## src/rtl/axis_stream_fifo.sv

```systemverilog
`default_nettype none
// ---------------------------------------------------------------------------
// axis_stream_fifo : elastic AXI4-Stream buffer with optional store-and-forward
// Revision 1.0
// ---------------------------------------------------------------------------
module axis_stream_fifo #(
   parameter int DW       = 8,
   parameter int DEPTH    = 8,
   parameter int PKT_MODE = 0
) (
   input  logic                       clock,
   input  logic                       resetn,
   input  logic [DW-1:0]              s_tdata,
   input  logic                       s_tvalid,
   output logic                       s_tready,
   input  logic                       s_tlast,
   output logic [DW-1:0]              m_tdata,
   output logic                       m_tvalid,
   input  logic                       m_tready,
   output logic                       m_tlast,
   output logic [$clog2(DEPTH):0]     fill_level,
   output logic [$clog2(DEPTH):0]     pkt_count,
   output logic                       oversize
);

   localparam int AW = $clog2(DEPTH);
   localparam logic [AW:0] c_full_level = (AW+1)'(DEPTH);

   typedef enum logic [0:0] {
      ST_HOLD  = 1'b0,
      ST_FORCE = 1'b1
   } rel_state_t;

   logic [DW:0]   mem_q [DEPTH];
   logic [AW-1:0] wr_ptr_q, wr_ptr_d;
   logic [AW-1:0] rd_ptr_q, rd_ptr_d;
   logic [AW:0]   fill_q, fill_d;
   logic [AW:0]   pkt_q, pkt_d;
   rel_state_t    state_q, state_d;
   logic          oversize_q, oversize_d;
   logic          run_q, run_d;

   logic          full;
   logic          empty;
   logic          out_valid;
   logic          push;
   logic          pop;
   logic [DW:0]   head;

   // Storage is write-only-when-free, so the head entry cannot change under a stall
   always_ff @(posedge clock) begin
      if (resetn && push) begin
         mem_q[wr_ptr_q] <= {s_tlast, s_tdata};
      end
   end

   always_ff @(posedge clock) begin
      if (!resetn) begin
         wr_ptr_q   <= '0;
         rd_ptr_q   <= '0;
         fill_q     <= '0;
         pkt_q      <= '0;
         state_q    <= ST_HOLD;
         oversize_q <= 1'b0;
         run_q      <= 1'b0;
      end else begin
         wr_ptr_q   <= wr_ptr_d;
         rd_ptr_q   <= rd_ptr_d;
         fill_q     <= fill_d;
         pkt_q      <= pkt_d;
         state_q    <= state_d;
         oversize_q <= oversize_d;
         run_q      <= run_d;
      end
   end

   always_comb begin
      full  = (fill_q == c_full_level);
      empty = (fill_q == '0);
      head  = mem_q[rd_ptr_q];

      if ((PKT_MODE != 0) && (state_q == ST_HOLD)) begin
         out_valid = (pkt_q != '0);
      end else begin
         out_valid = !empty;
      end

      s_tready = run_q & !full;
      push     = s_tvalid & s_tready;
      pop      = out_valid & m_tready;

      m_tvalid   = out_valid;
      m_tdata    = out_valid ? head[DW-1:0] : '0;
      m_tlast    = out_valid & head[DW];
      fill_level = fill_q;
      pkt_count  = pkt_q;
      oversize   = oversize_q;
   end

   always_comb begin
      wr_ptr_d   = wr_ptr_q + AW'(push);
      rd_ptr_d   = rd_ptr_q + AW'(pop);
      run_d      = 1'b1;
      fill_d     = fill_q;
      pkt_d      = pkt_q;
      state_d    = state_q;
      oversize_d = 1'b0;

      case ({push, pop})
         2'b10:   fill_d = fill_q + 1'b1;
         2'b01:   fill_d = fill_q - 1'b1;
         default: fill_d = fill_q;
      endcase

      case ({push & s_tlast, pop & head[DW]})
         2'b10:   pkt_d = pkt_q + 1'b1;
         2'b01:   pkt_d = pkt_q - 1'b1;
         default: pkt_d = pkt_q;
      endcase

      // A full buffer with no complete packet can never release in HOLD
      case (state_q)
         ST_HOLD: begin
            if ((PKT_MODE != 0) && full && (pkt_q == '0)) begin
               state_d    = ST_FORCE;
               oversize_d = 1'b1;
            end
         end
         ST_FORCE: begin
            if (pop && head[DW]) begin
               state_d = ST_HOLD;
            end
         end
         default: state_d = ST_HOLD;
      endcase
   end

endmodule
`default_nettype wire

```

## config.mk

```make
export PLATFORM = sky130hd
export DESIGN_NAME = axis_stream_fifo
export DESIGN_NICKNAME = d
export VERILOG_FILES = /design/src/rtl/axis_stream_fifo.sv
export SDC_FILE = /design/constraint.sdc
export NUM_CORES = 1
export LEC_CHECK = 0
export ABC_AREA = 1
export CAP_MARGIN = 20
export CORE_MARGIN = 2
export CORE_UTILIZATION = 35
export DETAILED_ROUTE_END_ITERATION = 6
export HOLD_SLACK_MARGIN = 0.06
export PLACE_DENSITY = 0.55
export REMOVE_ABC_BUFFERS = 1
export SYNTH_ARGS = -nofsm -noshare
export SYNTH_HDL_FRONTEND = slang
export SYNTH_SLANG_ARGS = --single-unit
```

## constraint.sdc

```tcl
create_clock -name clock -period 2.81 [get_ports clock]
set_clock_uncertainty 0.15 [all_clocks]
set_input_delay 0.562 -clock clock [delete_from_list [all_inputs] [get_ports clock]]
set_output_delay 0.562 -clock clock [all_outputs]
set_load 0.03 [all_outputs]
```

==> metrics.txt, run 1 <==
pin count of the biggest net entering global routing=26; IO buf count=31; Combinational Power Share=0.399; switch share=0.389; commonest non-fill, non-tap cells in the layout=83 x nor2_1, 72 x edfxtp_1, 34 x nand2_1, 34 x o21ai_0, 34 x buf_4; Post-DP HPWL=5450 um; Pleak=0.00176 uW; met3 Track Usage GR=0.0362; Period Utilization, post-route=0.901; Final min period=2.53 ns; setup violators final=0; Total Power=4050 uW; ranking of synthesized cells by area=edfxtp_1 57%, nor2_1 8.2%, dfxtp_1 7.9%; top cell type's share of synthesized area=0.567; IO Count=33; CP required=2.10 ns; type of the worst setup path=reg -> out; DRC viols=0; fin nets=422; Hold WC Path Type=reg -> reg; pre-CTS setup slack=0.214 ns; core area=10700 sq um; Avg WL per Cell=14.8 um; Final WS setup=0.279 ns; register bit total from synthesis=87; vias in the first global route=2517; drt first pass iters=4; die height=108 um; sequential power share=0.386; GR Layer Usage met1=0.195; RePlAce Congestion=0.801; layout cell share with drive strength beyond 1=0.151; Peak Freq=395 MHz; Rows=38; worst-path cell chain=inv_1 > nand3_1 > clkdlybuf4s50_1; RSZ-0062 raised after global routing=no; initial antenna violation count=0; Worst VDD drop=0.489 mV; Util after Layout=0.421; clk sinks=87; Post-Route WL=8030 um; global route overflow=0; Pwr Density=895 nW/um^2; crit end category=output pin; Post-CTS Setup Bufs=0; Syn Area/Cell=11.0 sq um; H-tree levels=3; Vias/cell=4.72; Die Wd=108 um; Synth cell types=27; clk buf depth=2; remaining antenna violation count=0; diode count=0; CP Max Fanout=4; Die Area=11800 sq um; GR Util met2=0.240; Ys Warns=0; busiest grt layer=met2; wire length of the first global-routing pass=12900 um; Area Overhead vs Synth=18.7%; Post-DP Area=4330 sq um; commonest non-fill, non-tap cell in the layout=nor2_1; maxcap violations=0; Synth area leader=edfxtp_1; Vias=2561; Inserted Clock Buffers=9; setup_tns=0 ns; CP startpoint kind=flip-flop; Worst-path clk slew=0.08 ns; final hold vios=0; Initial DRC Count=85; Clk Latency, worst-skew pair=0.35 ns; switching pwr=1580 uW; fin. max-slew vios=0; Mapped Area=3810 sq um; root cell of the clock tree=clkbuf_8; Cell Int Power=2470 uW; starting density of the core=0.355; post-route cell area=4530 sq um; clock power share=0.215; Data arrival, critical path=1.82 ns; TritonCTS clock tree=done; CP max-delay cell=clkdlybuf4s50_1; GRT Util Overall=0.148; Max stage delay on crit path=0.72 ns; outcome=finished clean; cells after synthesis=347; sequential area share after synthesis=0.645
==> metal layers <==
metal  part of all wire  wire [um]  vias up
li1                   -          -     1278
met3              0.042        339        9
met5                  0          0        -
met4              0.012         98        0
met2               0.47       3750       50
met1               0.48       3840     1224
==> cell type report <==
type,instances,area [sq um]
multi-input combinational,216,1100
timing repair buffer,56,475
sequential,87,2460
tap,140,175
clock buffer,9,124
inverter,29,114
fill,1055,6220
clock inverter,6,68.8
==> path summary, 6_finish.rpt <==
| kind | startpoint | end | slack (ns) | cells past startpoint |
|---|---|---|---|---|
| hold reg to reg | pkt_count[1]$_SDFFE_PN0P_ | pkt_count[1]$_SDFFE_PN0P_ | 0.40 | 2 |
| hold / removal | pkt_count[1]$_SDFFE_PN0P_ | pkt_count[1]$_SDFFE_PN0P_ | 0.40 | 2 |
| setup / recovery | fill_level[3]$_SDFFE_PN0P_ | m_tvalid | 0.28 | 3 |
| setup reg to reg | rd_ptr_q[1]$_SDFF_PN0_ | pkt_count[2]$_SDFFE_PN0P_ | 0.42 | 15 |
==> synthesized netlist by cell type <==
| library cell | n |
|---|---|
| nor2_4 | 1 |
| o21ai_1 | 9 |
| buf_6 | 7 |
| buf_8 | 1 |
| conb_1 | 1 |
| nor2_1 | 83 |
| buf_4 | 2 |
| inv_1 | 25 |
| a31oi_4 | 1 |
| o21ai_0 | 34 |
| inv_6 | 1 |
| nand2_4 | 1 |
| nand3_1 | 7 |
| a21boi_1 | 1 |
| a21oi_1 | 6 |
| o211ai_1 | 8 |
| dfxtp_1 | 15 |
| xnor2_1 | 6 |
| o22ai_1 | 9 |
| nand2_1 | 34 |
| buf_2 | 5 |
| nor2_2 | 1 |
| edfxtp_1 | 72 |
| inv_2 | 3 |
| xor2_1 | 2 |
| ha_1 | 10 |
| nand2_2 | 2 |
==> kinds of logic (layout without fill, tap and decap cells) <==
logic type,Yosys count,in the layout,synth area share
AO/OA/AOI/OAI,68,68,0.102
XOR/XNOR,8,8,0.0184
adder cells (fa/ha/maj),10,10,0.0328
buffers and inverters,44,100,0.0649
flip-flops,87,87,0.645
other,1,1,0.000983
AND/OR/NAND/NOR,129,129,0.135
==> flip-flops by register name, indices dropped and copies added, names as in the netlist <==
signal and flops:
mem_q 72, wr_ptr_q 3, fill_level 4, pkt_count 4, rd_ptr_q 3, run_q 1
==> worst max-delay path, delay by kind of cell (launching register included) <==
kind	cells	cell delay [ns]
buffers and inverters	2	0.81
flip-flops	1	0.44
AND/OR/NAND/NOR	1	0.21
==> through the flow <==
stage / std cells / hold WS, ns
6_report: 543 / 0.400
5_1_grt: 543 / 0.428
4_1_cts: 543 / 0.400
3_5_place_dp: 528 / 0.382
3_3_place_gp: 528 / 0.387
2_1_floorplan: 332 / 0.368
==> timing repair <==
item / CTS / global route
hold buffers: 0 / 0
endpoints found under the setup margin: 0 / 3
gates resized for setup: 0 / 2
==> power by group through the flow <==
| stage | sequential, uW | combinational, uW | clock, uW |
|---|---|---|---|
| floorplan | 1700 | 921 | 0 |
| global placement | 1590 | 1620 | 0 |
| detailed placement | 1590 | 1630 | 0 |
| CTS | 1560 | 1630 | 907 |
| global route | 1580 | 1800 | 951 |
| finish | 1560 | 1620 | 873 |
Power figures use the tool's default switching activity.
==> run 2, diff against run 1 <==
--- a/config.mk
+++ b/config.mk
@@ -9,6 +9,7 @@
 export CAP_MARGIN = 20
 export CORE_MARGIN = 2
 export CORE_UTILIZATION = 35
+export CTS_CLUSTER_SIZE = 8
 export DETAILED_ROUTE_END_ITERATION = 6
 export HOLD_SLACK_MARGIN = 0.06
 export PLACE_DENSITY = 0.55
==> results of run 2 <==
Final layout, timing and power as in run 1 (identical DEF).
==> run 3, diff against run 2 <==
--- a/config.mk
+++ b/config.mk
@@ -7,12 +7,14 @@
 export LEC_CHECK = 0
 export ABC_AREA = 1
 export CAP_MARGIN = 20
+export CORE_ASPECT_RATIO = 1.1
 export CORE_MARGIN = 2
 export CORE_UTILIZATION = 35
 export CTS_CLUSTER_SIZE = 8
 export DETAILED_ROUTE_END_ITERATION = 6
 export HOLD_SLACK_MARGIN = 0.06
-export PLACE_DENSITY = 0.55
+export PLACE_DENSITY_LB_ADDON = 0.1
+export RECOVER_POWER = 100
 export REMOVE_ABC_BUFFERS = 1
 export SYNTH_ARGS = -nofsm -noshare
 export SYNTH_HDL_FRONTEND = slang
==> run 3 against run 2 <==
Routed wire length grew 0.81%. Total power grew 6.0%. Clock power grew 33%. Setup slack lost 0.092 ns. Register-to-register slack lost 0.08 ns. Largest cell class unchanged.
==> metrics.txt, run 3 (same netlist as run 1, synthesis figures left out) <==
Post-Route WL=8100 um (was 8030 um); die height=113 um (was 108 um); CP startpoint kind=flip-flop (unchanged); hold path cells=2 (unchanged); Vias=2530 (was 2561); Initial DRC Count=64 (was 85); Post-DP HPWL=5250 um (was 5450 um); fin nets=421 (was 422); wire length of the first global-routing pass=12900 um (about the same); CP required=2.10 ns (about the same); IO buf count=31 (unchanged); H-tree levels=3 (unchanged); hold_sp=pkt_count[1]$_SDFFE_PN0P_ (unchanged); CP Depth=4 (was 3); Total Power=4290 uW (was 4050 uW); RePlAce Congestion=0.803 (was 0.801); root cell of the clock tree=clkbuf_16 (was clkbuf_8); vias in the first global route=2420 (was 2517); crit end category=output pin (unchanged); layout cell share with drive strength beyond 1=0.0844 (was 0.151); Peak Freq=381 MHz (was 395 MHz); Data arrival, critical path=1.91 ns (was 1.82 ns); Rows=39 (was 38); initial antenna violation count=0 (unchanged); RR Endpoint=pkt_count[2]$_SDFFE_PN0P_ (unchanged); GRT Util Overall=0.146 (was 0.148); setup violators final=0 (unchanged); clk buf depth=2 (unchanged); Clk Latency, worst-skew pair=0.33 ns (was 0.35 ns); Final min period=2.62 ns (was 2.53 ns); max reg flops=72 (unchanged); crit path buf inv count=2 (unchanged); diode count=0 (unchanged); Avg WL per Cell=14.8 um (about the same); pin count of the biggest net entering global routing=39 (was 26); cell family with most CP delay=buffers and inverters (unchanged); Hold Path Sink=pkt_count[1]$_SDFFE_PN0P_ (unchanged); global route overflow=0 (unchanged); commonest non-fill, non-tap cells in the layout=85 x nor2_1, 72 x edfxtp_1, 36 x nand2_1, 34 x o21ai_0, 25 x inv_1 (was 83 x nor2_1, 72 x edfxtp_1, 34 x nand2_1, 34 x o21ai_0, 34 x buf_4); TritonCTS clock tree=done (unchanged); Pleak=0.00175 uW (was 0.00176 uW); Vias/cell=4.63 (was 4.72); Die Area=11800 sq um (about the same); worst-path cell chain=nor2_1 > nand3_1 > buf_4 > dlygate4sd3_1 (was inv_1 > nand3_1 > clkdlybuf4s50_1); IO Count=33 (unchanged); Pwr Density=941 nW/um^2 (was 895 nW/um^2); Worst Hold Margin=0.389 ns (was 0.400 ns); Inserted Clock Buffers=9 (unchanged); Reg-to-Reg Start=rd_ptr_q[1]$_SDFF_PN0_ (unchanged); Slew @ Worst Pin=0.701 ns; RSZ-0062 raised after global routing=no (unchanged); Worst VDD drop=0.429 mV (was 0.489 mV); Slew HR=0.533; starting density of the core=0.364 (was 0.355); post-route cell area=4570 sq um (was 4530 sq um); CP max-delay cell=dlygate4sd3_1 (was clkdlybuf4s50_1); DRC viols=0 (unchanged); CP Max Fanout=7 (was 4); drt first pass iters=4 (unchanged); Post-DP Area=4370 sq um (was 4330 sq um); Max stage delay on crit path=0.75 ns (was 0.72 ns); remaining antenna violation count=0 (unchanged); setup_tns=0 ns (unchanged); Largest Register=mem_q (unchanged); Period Utilization, post-route=0.933 (was 0.901); maxcap violations=0 (unchanged); clk sinks=87 (unchanged); Die Wd=104 um (was 108 um); final hold vios=0 (unchanged); core area=10500 sq um (was 10700 sq um); Worst-path clk slew=0.06 ns (was 0.08 ns); Register-to-Register Setup Slack=0.34 ns (was 0.42 ns); Fillers=1010 (was 1055); fin. max-slew vios=0 (unchanged); FF-to-FF path depth=16 (was 15); Area Overhead vs Synth=19.7% (was 18.7%); commonest non-fill, non-tap cell in the layout=nor2_1 (unchanged); outcome=finished clean (unchanged); Post-CTS Setup Bufs=0 (unchanged); type of the worst setup path=reg -> out (unchanged); Hold WC Path Type=reg -> reg (unchanged)
[run 3: metal layers]
metal	global-route usage	vias to the layer above	part of all wire
met5	0	-	0
met4	0.0703	0	0.018
met3	0.0337	13	0.036
met2	0.234	45	0.47
met1	0.190	1191	0.48
li1	-	1281	-
[run 3: worst max path at each step]
stage	slack [ns]	startpoint	end
2_1_floorplan	0.1	rd_ptr_q[0]$_SDFF_PN0_	pkt_count[2]$_SDFFE_PN0P_
3_3_place_gp	0.25	s_tlast	pkt_count[2]$_SDFFE_PN0P_
3_5_place_dp	0.19	s_tlast	pkt_count[2]$_SDFFE_PN0P_
4_1_cts	0.17	rd_ptr_q[0]$_SDFF_PN0_	m_tdata[3]
5_1_grt	0.02	rd_ptr_q[0]$_SDFF_PN0_	m_tdata[3]
6_report	0.19	fill_level[0]$_SDFFE_PN0P_	m_tvalid
[run 3: worst register-to-register path, cell delays in order (launching register included)]
cell and delay, ns:
dfxtp_1 0.33, buf_12 0.17, inv_2 0.07, buf_4 0.16, o21ai_1 0.08, o21ai_1 0.11
nand2_1 0.11, a21oi_2 0.20, ha_2 0.22, nand2_1 0.06, inv_1 0.07, nor2_1 0.05
ha_1 0.17, a21oi_1 0.15, xnor2_1 0.09, o21ai_0 0.14, inv_1 0.05
[run 3: layout make-up]
cell class | count | area [sq um] | share of cell area
Sequential cell | 87 | 2460 | 0.539
Multi-Input combinational cell | 216 | 1080 | 0.237
Tap cell | 143 | 179 | 0.0392
Clock buffer | 13 | 250 | 0.0548
Timing Repair Buffer | 55 | 437 | 0.0956
Clock inverter | 3 | 42.5 | 0.00932
Inverter | 29 | 114 | 0.0249
[run 3: per-stage QoR]
stage	worst slack, ns	utilization	cells
5_1_grt	0.0211	0.435	546
3_5_place_dp	0.188	0.417	530
3_3_place_gp	0.252	0.417	530
6_report	0.187	0.435	546
4_1_cts	0.173	0.444	546
2_1_floorplan	0.0991	-	332
[run 3: what timing repair did]
| action | CTS | global route |
|---|---|---|
| setup endpoints to repair | 2 | 1 |
| hold buffers | 0 | 0 |
| resized for setup | 2 | 2 |
| hold endpoints to repair | 0 | 0 |
| cloned | 0 | 0 |
| pin swaps | 0 | 0 |
[run 3: power by group]
group | total, uW | switching, uW | leakage, uW | internal, uW
registers | 1540 | 66.9 | 0.000772 | 1470
logic | 1600 | 1040 | 0.000839 | 559
clock network | 1160 | 450 | 0.000140 | 712
==> RTL change: new RTL, flow settings as in run 3 <==
Set the parameter `PKT_MODE` to 1 (it was 0).
--- a/src/rtl/axis_stream_fifo.sv
+++ b/src/rtl/axis_stream_fifo.sv
@@ -7,5 +7,5 @@
    parameter int DW       = 8,
    parameter int DEPTH    = 8,
-   parameter int PKT_MODE = 0
+   parameter int PKT_MODE = 1
 ) (
    input  logic                       clock,
Function: changed (Yosys sat finds a counterexample within 4 cycles, from zero or initial values and one cycle with resetn low).
==> RTL change against run 3 <==
Power down 2.4%. Synthesized area down 0.39%. Non-clock buffer count up 2. Wire length up 6.7%. Cell area up 2.6%. Worst setup slack worse by 0.065 ns. Sequential cell count up 2. Critical endpoint is now m_tdata[6]. Largest cell class unchanged. Largest power group is now registers. Highest routed layer unchanged.
==> RTL change: results (changes against run 3) <==
| Metric | Value |
|---|---|
| Status | `finished, final reports clean` |
| Post-synth top cells | `78 x nor2_1, 72 x edfxtp_1, 44 x o21ai_0` |
| Comb group | `1.48 mW (-8%)` |
| Crit path launch | `rd_ptr_q[0]` |
| Filler instances | `1,033 (+2.3%)` |
| CP max stage cell | `clkdlybuf4s15_1` |
| Lkg Pwr | `1.79 nW (+2.0%)` |
| Synth Area in Adders | `2.30% (-0.97 points)` |
| Sequential share of power | `36.6% (+0.8 points)` |
| Synth area leaders | `edfxtp_1 57%, dfxtp_1 9.0%, nor2_1 7.7%, o21ai_0 5.8%, nand2_1 3.7%` |
| Largest net degree at the start of global routing | `33 (-15%)` |
| DP HPWL | `5590 um (+6.5%)` |
| IO buf count | `32 (+3.2%)` |
| WHS Endpoint | `state_q` |
| Post-synthesis compound-gate area fraction | `9.05% (-1.2 points)` |
| Crit-path max FO | `28 (+21)` |
| Maximum VDD drop | `388 uV (-9.5%)` |
| WL per Instance | `15.5 um (+4.8%)` |
| FF-to-FF End | `fill_level[2]` |
| Switching share of power | `35.0% (-1.2 points)` |
| Drt initial violations | `92 (+44%)` |
| Reg-to-reg critical path startpoint | `pkt_count[2]` |
| Share of post-route cells with drive strength above 1 | `9.69% (+1.2 points)` |
| Critical Path End | `m_tdata[6]` |
| GRT Util Overall | `15.9% (+1.2 points)` |
RTL change: through the flow:
step	area [um2]	instances	util (%)	hold slack (ns)	worst slack [ns]
2_1_floorplan	3730	340	-	0.308	-0.0457
3_3_place_gp	4450	540	42.5	0.351	0.0854
3_5_place_dp	4450	540	42.5	0.359	0.0992
4_1_cts	4740	556	45.2	0.365	0.0735
5_1_grt	4680	556	44.7	0.407	0.0113
6_report	4680	556	44.7	0.358	0.122
RTL change: cell type report:
class	count	area share (%)
clock buffers	10	4.89
repair buffers	57	10.4
flip-flops and latches	89	53.4
inverters	30	2.40
well taps	143	3.82
clock inverters	6	1.44
multi-input cells	221	23.6
RTL change: what timing repair did:
item	in CTS	in global routing
resized for setup	9	6
cloned	0	0
endpoints found under the setup margin	8	4
RTL change: layer usage:
layer	up-vias	part of all wire [%]	track usage (%)
met5	-	0	0
met4	0	1.8	5.96
met3	15	2.5	2.84
met2	43	49	26.5
met1	1301	47	20.4
li1	1328	-	-
